File: src/rtl/hex_segment_reader_if.sv
// Bus bundle for hex_segment_reader: display-side inputs plus the decoded-frame
// valid/ready handshake toward the consumer.
interface hex_segment_reader_if #(
    parameter int DIGITS = 4
);
    logic [6:0]          HEX_IN;
    logic [DIGITS-1:0]   DIG_SEL;
    logic [4*DIGITS-1:0] VALUE;
    logic [DIGITS-1:0]   ERR_MASK;
    logic                VALID;
    logic                READY;
    logic                OVF;

    modport master (
        output HEX_IN, DIG_SEL, READY,
        input  VALUE, ERR_MASK, VALID, OVF
    );

    modport slave (
        input  HEX_IN, DIG_SEL, READY,
        output VALUE, ERR_MASK, VALID, OVF
    );
endinterface

File: src/rtl/hex_segment_reader.sv
// Reads a multiplexed active-low seven-segment bus back into a multi-digit hex word.
// Optional macro HEX_READER_BLANK_EN: pattern 7F decodes as a blank (nibble 0, no error).
module hex_segment_reader #(
    parameter int DIGITS = 4,
    parameter int STABLE = 8
) (
    input logic             CLOCK_50,
    input logic             RESET,
    hex_segment_reader_if.slave bus
);
    localparam int S_W   = DIGITS + 7;
    localparam int CNT_W = (STABLE > 2) ? $clog2(STABLE) : 1;

    typedef enum logic [1:0] {IDLE, COLLECT, HOLD} state_t;

    // Returns {err, nibble}; unknown patterns give nibble 0 with err set.
    function automatic logic [4:0] decode(input logic [6:0] seg);
        logic [4:0] r;
        case (seg)
            7'h40:        r = 5'h00;
            7'h5F, 7'h79: r = 5'h01;
            7'h24:        r = 5'h02;
            7'h30:        r = 5'h03;
            7'h19:        r = 5'h04;
            7'h12:        r = 5'h05;
            7'h02:        r = 5'h06;
            7'h78:        r = 5'h07;
            7'h00:        r = 5'h08;
            7'h18:        r = 5'h09;
            7'h08:        r = 5'h0A;
            7'h03:        r = 5'h0B;
            7'h46:        r = 5'h0C;
            7'h21:        r = 5'h0D;
            7'h06:        r = 5'h0E;
            7'h0E:        r = 5'h0F;
`ifdef HEX_READER_BLANK_EN
            7'h7F:        r = 5'h00;
`endif
            default:      r = 5'h10;
        endcase
        return r;
    endfunction

    logic [S_W-1:0]      sync1_q, sync1_d, sync2_q, sync2_d;
    logic [CNT_W-1:0]    cnt_q, cnt_d;
    logic                taken_q, taken_d;
    logic [DIGITS-1:0]   seen_q, seen_d;
    logic [4*DIGITS-1:0] value_q, value_d, shadow_nib_q, shadow_nib_d, merged_nib;
    logic [DIGITS-1:0]   err_q, err_d, shadow_err_q, shadow_err_d, merged_err;
    logic                ovf_q, ovf_d;
    state_t              state_q, state_d;

    logic [DIGITS-1:0]   s_dig;
    logic [6:0]          s_hex;
    logic [4:0]          dec;
    logic                s_change, onehot, capture, frame_done;
    logic                valid, load_frame, ovf_set;

    // Sample path, stability counter and capture decision
    always_comb begin
        sync1_d    = {bus.DIG_SEL, bus.HEX_IN};
        sync2_d    = sync1_q;
        s_dig      = sync2_q[S_W-1:7];
        s_hex      = sync2_q[6:0];
        dec        = decode(s_hex);
        // Looking one stage ahead lets the counter read 0 on the first cycle of a new S.
        s_change   = (sync1_q != sync2_q);
        onehot     = (s_dig != '0) && ((s_dig & (s_dig - DIGITS'(1))) == '0);
        capture    = (cnt_q == CNT_W'(STABLE - 1)) && !taken_q && onehot;
        frame_done = capture && ((seen_q | s_dig) == '1);

        if (s_change)
            cnt_d = '0;
        else if (cnt_q == CNT_W'(STABLE - 1))
            cnt_d = cnt_q;
        else
            cnt_d = cnt_q + CNT_W'(1);
        taken_d = s_change ? 1'b0 : (taken_q | capture);
    end

    // Shadow with the current capture merged in, so a completing frame loads in one edge
    always_comb begin
        merged_nib = shadow_nib_q;
        merged_err = shadow_err_q;
        for (int k = 0; k < DIGITS; k++) begin
            if (s_dig[k]) begin
                merged_nib[4*k +: 4] = dec[3:0];
                merged_err[k]        = dec[4];
            end
        end
        shadow_nib_d = capture ? merged_nib : shadow_nib_q;
        shadow_err_d = capture ? merged_err : shadow_err_q;
    end

    always_ff @(posedge CLOCK_50 or posedge RESET) begin
        if (RESET)
            state_q <= IDLE;
        else
            state_q <= state_d;
    end

    always_comb begin
        state_d = state_q;
        case (state_q)
            IDLE:    if (frame_done) state_d = HOLD;
                     else if (capture) state_d = COLLECT;
            COLLECT: if (frame_done) state_d = HOLD;
            HOLD:    if (bus.READY && !frame_done) state_d = COLLECT;
            default: state_d = IDLE;
        endcase
    end

    // A completion while the consumer is still busy drops the frame instead of loading it
    always_comb begin
        valid      = (state_q == HOLD);
        load_frame = frame_done && (!valid || bus.READY);
        ovf_set    = frame_done && valid && !bus.READY;
        value_d    = load_frame ? merged_nib : value_q;
        err_d      = load_frame ? merged_err : err_q;
        ovf_d      = ovf_q | ovf_set;
        if (frame_done)
            seen_d = '0;
        else if (capture)
            seen_d = seen_q | s_dig;
        else
            seen_d = seen_q;
    end

    always_ff @(posedge CLOCK_50 or posedge RESET) begin
        if (RESET) begin
            sync1_q <= '0;
            sync2_q <= '0;
            cnt_q   <= '0;
            taken_q <= 1'b0;
            seen_q  <= '0;
            value_q <= '0;
            err_q   <= '0;
            ovf_q   <= 1'b0;
        end else begin
            sync1_q <= sync1_d;
            sync2_q <= sync2_d;
            cnt_q   <= cnt_d;
            taken_q <= taken_d;
            seen_q  <= seen_d;
            value_q <= value_d;
            err_q   <= err_d;
            ovf_q   <= ovf_d;
        end
    end

    // Shadow contents are only meaningful under seen, so they need no reset
    always_ff @(posedge CLOCK_50) begin
        shadow_nib_q <= shadow_nib_d;
        shadow_err_q <= shadow_err_d;
    end

    assign bus.VALUE    = value_q;
    assign bus.ERR_MASK = err_q;
    assign bus.VALID    = valid;
    assign bus.OVF      = ovf_q;
endmodule

File: src/flat_wrapper.sv
// flat-port wrapper written by rule: the top's interface ports become plain ports
module hex_segment_reader_flat 
#(
    parameter int DIGITS = 4,
    parameter int STABLE = 8
)
  (CLOCK_50, RESET, bus_HEX_IN, bus_DIG_SEL, bus_READY, bus_VALUE, bus_ERR_MASK, bus_VALID, bus_OVF);
  hex_segment_reader_if #(.DIGITS(DIGITS)) bus_i ();
  input logic CLOCK_50;
  input logic RESET;
  input wire logic [$bits(bus_i.HEX_IN)-1:0] bus_HEX_IN;
  input wire logic [$bits(bus_i.DIG_SEL)-1:0] bus_DIG_SEL;
  input wire logic [$bits(bus_i.READY)-1:0] bus_READY;
  output wire logic [$bits(bus_i.VALUE)-1:0] bus_VALUE;
  output wire logic [$bits(bus_i.ERR_MASK)-1:0] bus_ERR_MASK;
  output wire logic [$bits(bus_i.VALID)-1:0] bus_VALID;
  output wire logic [$bits(bus_i.OVF)-1:0] bus_OVF;
  assign bus_i.HEX_IN = bus_HEX_IN;
  assign bus_i.DIG_SEL = bus_DIG_SEL;
  assign bus_i.READY = bus_READY;
  assign bus_VALUE = bus_i.VALUE;
  assign bus_ERR_MASK = bus_i.ERR_MASK;
  assign bus_VALID = bus_i.VALID;
  assign bus_OVF = bus_i.OVF;
  hex_segment_reader #(.DIGITS(DIGITS), .STABLE(STABLE)) u_core (.CLOCK_50(CLOCK_50), .RESET(RESET), .bus(bus_i));
endmodule
File: config.mk
export PLATFORM = sky130hd
export DESIGN_NAME = hex_segment_reader_flat
export DESIGN_NICKNAME = d
export VERILOG_FILES = /design/src/rtl/hex_segment_reader_if.sv /design/src/rtl/hex_segment_reader.sv /design/src/flat_wrapper.sv
export SDC_FILE = /design/constraint.sdc
export NUM_CORES = 1
export LEC_CHECK = 0
export CAP_MARGIN = 10
export CORE_MARGIN = 1
export CORE_UTILIZATION = 50
export CTS_CLUSTER_SIZE = 24
export DETAILED_ROUTE_END_ITERATION = 16
export PLACE_DENSITY = 0.85
export SYNTH_ARGS = -nofsm -noshare
export SYNTH_HDL_FRONTEND = slang
export SYNTH_SLANG_ARGS = --single-unit
File: constraint.sdc
create_clock -name CLOCK_50 -period 2.5 [get_ports CLOCK_50]
set_input_delay 0.5 -clock CLOCK_50 [delete_from_list [all_inputs] [get_ports CLOCK_50]]
set_output_delay 0.5 -clock CLOCK_50 [all_outputs]
set_load 0.05 [all_outputs]
==> metrics.csv <==
metric,value,unit
status,completed,
clkTransAtPathRegs,0.08,ns
path_cells,nor2b_1 > clkdlybuf4s50_1,
m1WireLength,2910,µm
cts_hold_buf,0,
start_util,51.8,%
mostFrequentLayoutCells,"53 x dfrtp_1, 35 x clkdlybuf4s50_1, 29 x nor2_1",
ys_types,54,
skew,0.00939,ns
crit_family,buffers and inverters,
layout-drive-gt1-share,14.4,%
cts_tree,yes,
area_growth,20.9,%
clk_path_buf_depth,2,
die_x,83.1,µm
met3_wirelength,311,µm
clock_latency,0.34,ns
holdPathStages,0,
syn-cell-area,3290,µm²
synthCells,268,
hpwl,4510,µm
cp-end-kind,primary output,
nets,323,
arrival,1.72,ns
clkSinkCount,73,
grt_pass1_vias,2247,
drc_errors,0,
port_buffers,35,
final_common_cell,dfrtp_1,
regToRegSetupSlack,0.35,ns
worst_pin_slew,0.508,ns
vdd_drop_max,0.000569,V
cp.depth,2,
antenna_found_initial,0,
slew_headroom,66.0,%
rows,29,
ios,36,
track_usage,20.5,%
postRouteAntennaNets,0,
seq_area_frac_synth,58.6,%
power_density,611,nW/µm²
report.final.slew_viol_count,0,
vias,2196,
cp.buffers_inverters,1,
avgSynthCellArea,12.3,µm²
viasPerCell,5.65,
cp.required,2.00,ns
ys.flop_type,dfrtp_1,
reg2reg_from,u_core.sync2_q[0],
die_height,83.1,µm
holdPathEnd,u_core.sync2_q[4],
finalCriticalPeriod,2.22,ns
drtIter0Drc,129,
critPathMaxFanout,5,
finalCritPeriodShare,88.8,%
min_path_type,register to register,
wl_per_cell,16.7,µm
highest_layer,met4,
grt_max_degree,26,
cts_setup_buffers,0,
gr-total-overflow,0,
timing.rr.end,u_core.shadow_err_q[3],
placed_cell_area,3750,µm²
path_class,register to primary output,
hp-start,u_core.sync1_q[4],
finalSetupTns,0,ns
setup_viol,0,
async_flop_share,72.6,%
wl_met2,3200,µm
ys_ff_latch,73,
clock_tree.root_cell,clkbuf_8,
crit_slowest_cell,clkdlybuf4s50_1,
crit_path_max_incr_delay,0.82,ns
final_cell_area,3970,µm²
n_antenna_cell,0,
place_ws,0.310,ns
h-tree-depth,3,
max-cap-violations,0,
dieArea,6900,µm²
synth_nets,284,
setup_ws,0.281,ns
grt_pass1_wl,11100,µm
wirelength,6500,µm
r2r_cells,5,
place_congestion,0.796,
max_freq,451,MHz
grt_setup_unrepaired,false,
cts_buffers,9,
synth_edf_count,20,
hold_viol_final,0,
cts_resized,0,
ys_warn_count,0,
core_area,6350,µm²
leakagePower,1.67,nW
cp-start-kind,register,
dr.pass1.iters,4,
## Yosys cell counts, drive strengths merged, types with 2 or more instances
cell type | instances | area, µm²
nor4 | 6 | 52.6
mux2i | 11 | 110
o21bai | 2 | 15.0
and2 | 2 | 12.5
o21ai | 9 | 45.0
nand3b | 3 | 35.0
inv | 5 | 18.8
nor2 | 29 | 109
or3b | 2 | 17.5
clkbuf | 5 | 18.8
nand2b | 2 | 12.5
a21oi | 20 | 100
a311oi | 2 | 23.8
ha | 2 | 25.0
dfrtp | 53 | 1330
edfxtp | 20 | 601
nor2b | 11 | 68.8
a31oi | 5 | 31.3
nand2 | 5 | 18.8
a22o | 2 | 17.5
a21o | 7 | 52.6
nor3 | 3 | 15.0
nor3b | 3 | 27.5
buf | 12 | 75.1
a211oi | 2 | 20.0
mux2 | 12 | 135
nand3 | 2 | 10.0
o22ai | 2 | 12.5
nor4bb | 2 | 20.0
xor2 | 14 | 130
## area by class of cell
class	count	area, µm²
clock buffer	13	180
clock inverter	3	43.8
fill	485	2380
inverter	5	18.8
multi-input combinational	173	1270
sequential	73	1930
tap	77	96.3
timing repair buffer	45	438
## flip-flops by register name (all words and copies together) (netlist names)
| signal | flops |
|---|---|
| u_core.bus.VALUE | 16 |
| u_core.shadow_nib_q | 16 |
| u_core.sync1_q | 11 |
| u_core.sync2_q | 11 |
| u_core.bus.ERR_MASK | 4 |
| u_core.seen_q | 4 |
| u_core.shadow_err_q | 4 |
| u_core.cnt_q | 3 |
| u_core.state_q | 2 |
| u_core.bus.OVF | 1 |
| u_core.taken_q | 1 |
## stage by stage
| stage | std cells | hold slack (ns) | util [%] | total power, mW |
|---|---|---|---|---|
| floorplan | 268 | 0.372 | - | 1.40 |
| global placement | 373 | 0.378 | 59.1 | 1.44 |
| detailed placement | 373 | 0.378 | 59.1 | 1.45 |
| CTS | 389 | 0.395 | 62.6 | 2.45 |
| global route | 389 | 0.405 | 62.6 | 2.52 |
| finish | 389 | 0.388 | 62.6 | 2.43 |
## metal layers
| metal | vias to the layer above | GRT usage (%) |
|---|---|---|
| li1 | 1042 | - |
| met1 | 1072 | 28.5 |
| met2 | 74 | 31.4 |
| met3 | 8 | 5.77 |
| met4 | 0 | 6.58 |
| met5 | - | 0 |
## worst max path at each step
| stage | startpoint | end | slack, ns |
|---|---|---|---|
| after floorplan | u_core.cnt_q[0] | u_core.bus.VALUE[10] | 0.004 |
| after global placement | bus_READY | u_core.bus.VALUE[3] | 0.38 |
| after detailed placement | bus_READY | u_core.bus.VALUE[10] | 0.31 |
| after CTS | u_core.state_q[0] | bus_VALID | 0.26 |
| after global routing | u_core.state_q[1] | bus_VALID | 0.16 |
| final | u_core.state_q[0] | bus_VALID | 0.28 |
## power breakdown
group	switching [mW]	internal, mW
logic	0.0780	0.0660
registers	0.0364	1.24
clock network	0.424	0.579
## cell families after synthesis
| kind of cell | count (synthesis) | synth area share (%) |
|---|---|---|
| and+or+nand+nor | 77 | 14.5 |
| DFF | 73 | 58.6 |
| AOI/OAI and AO/OA | 56 | 11.0 |
| muxes | 23 | 7.46 |
| buffers and inverters | 22 | 3.43 |
| xor gates and xnor gates | 15 | 4.23 |
| adders and majority gates | 2 | 0.761 |
No activity file was read; power rests on OpenSTA's default activity.
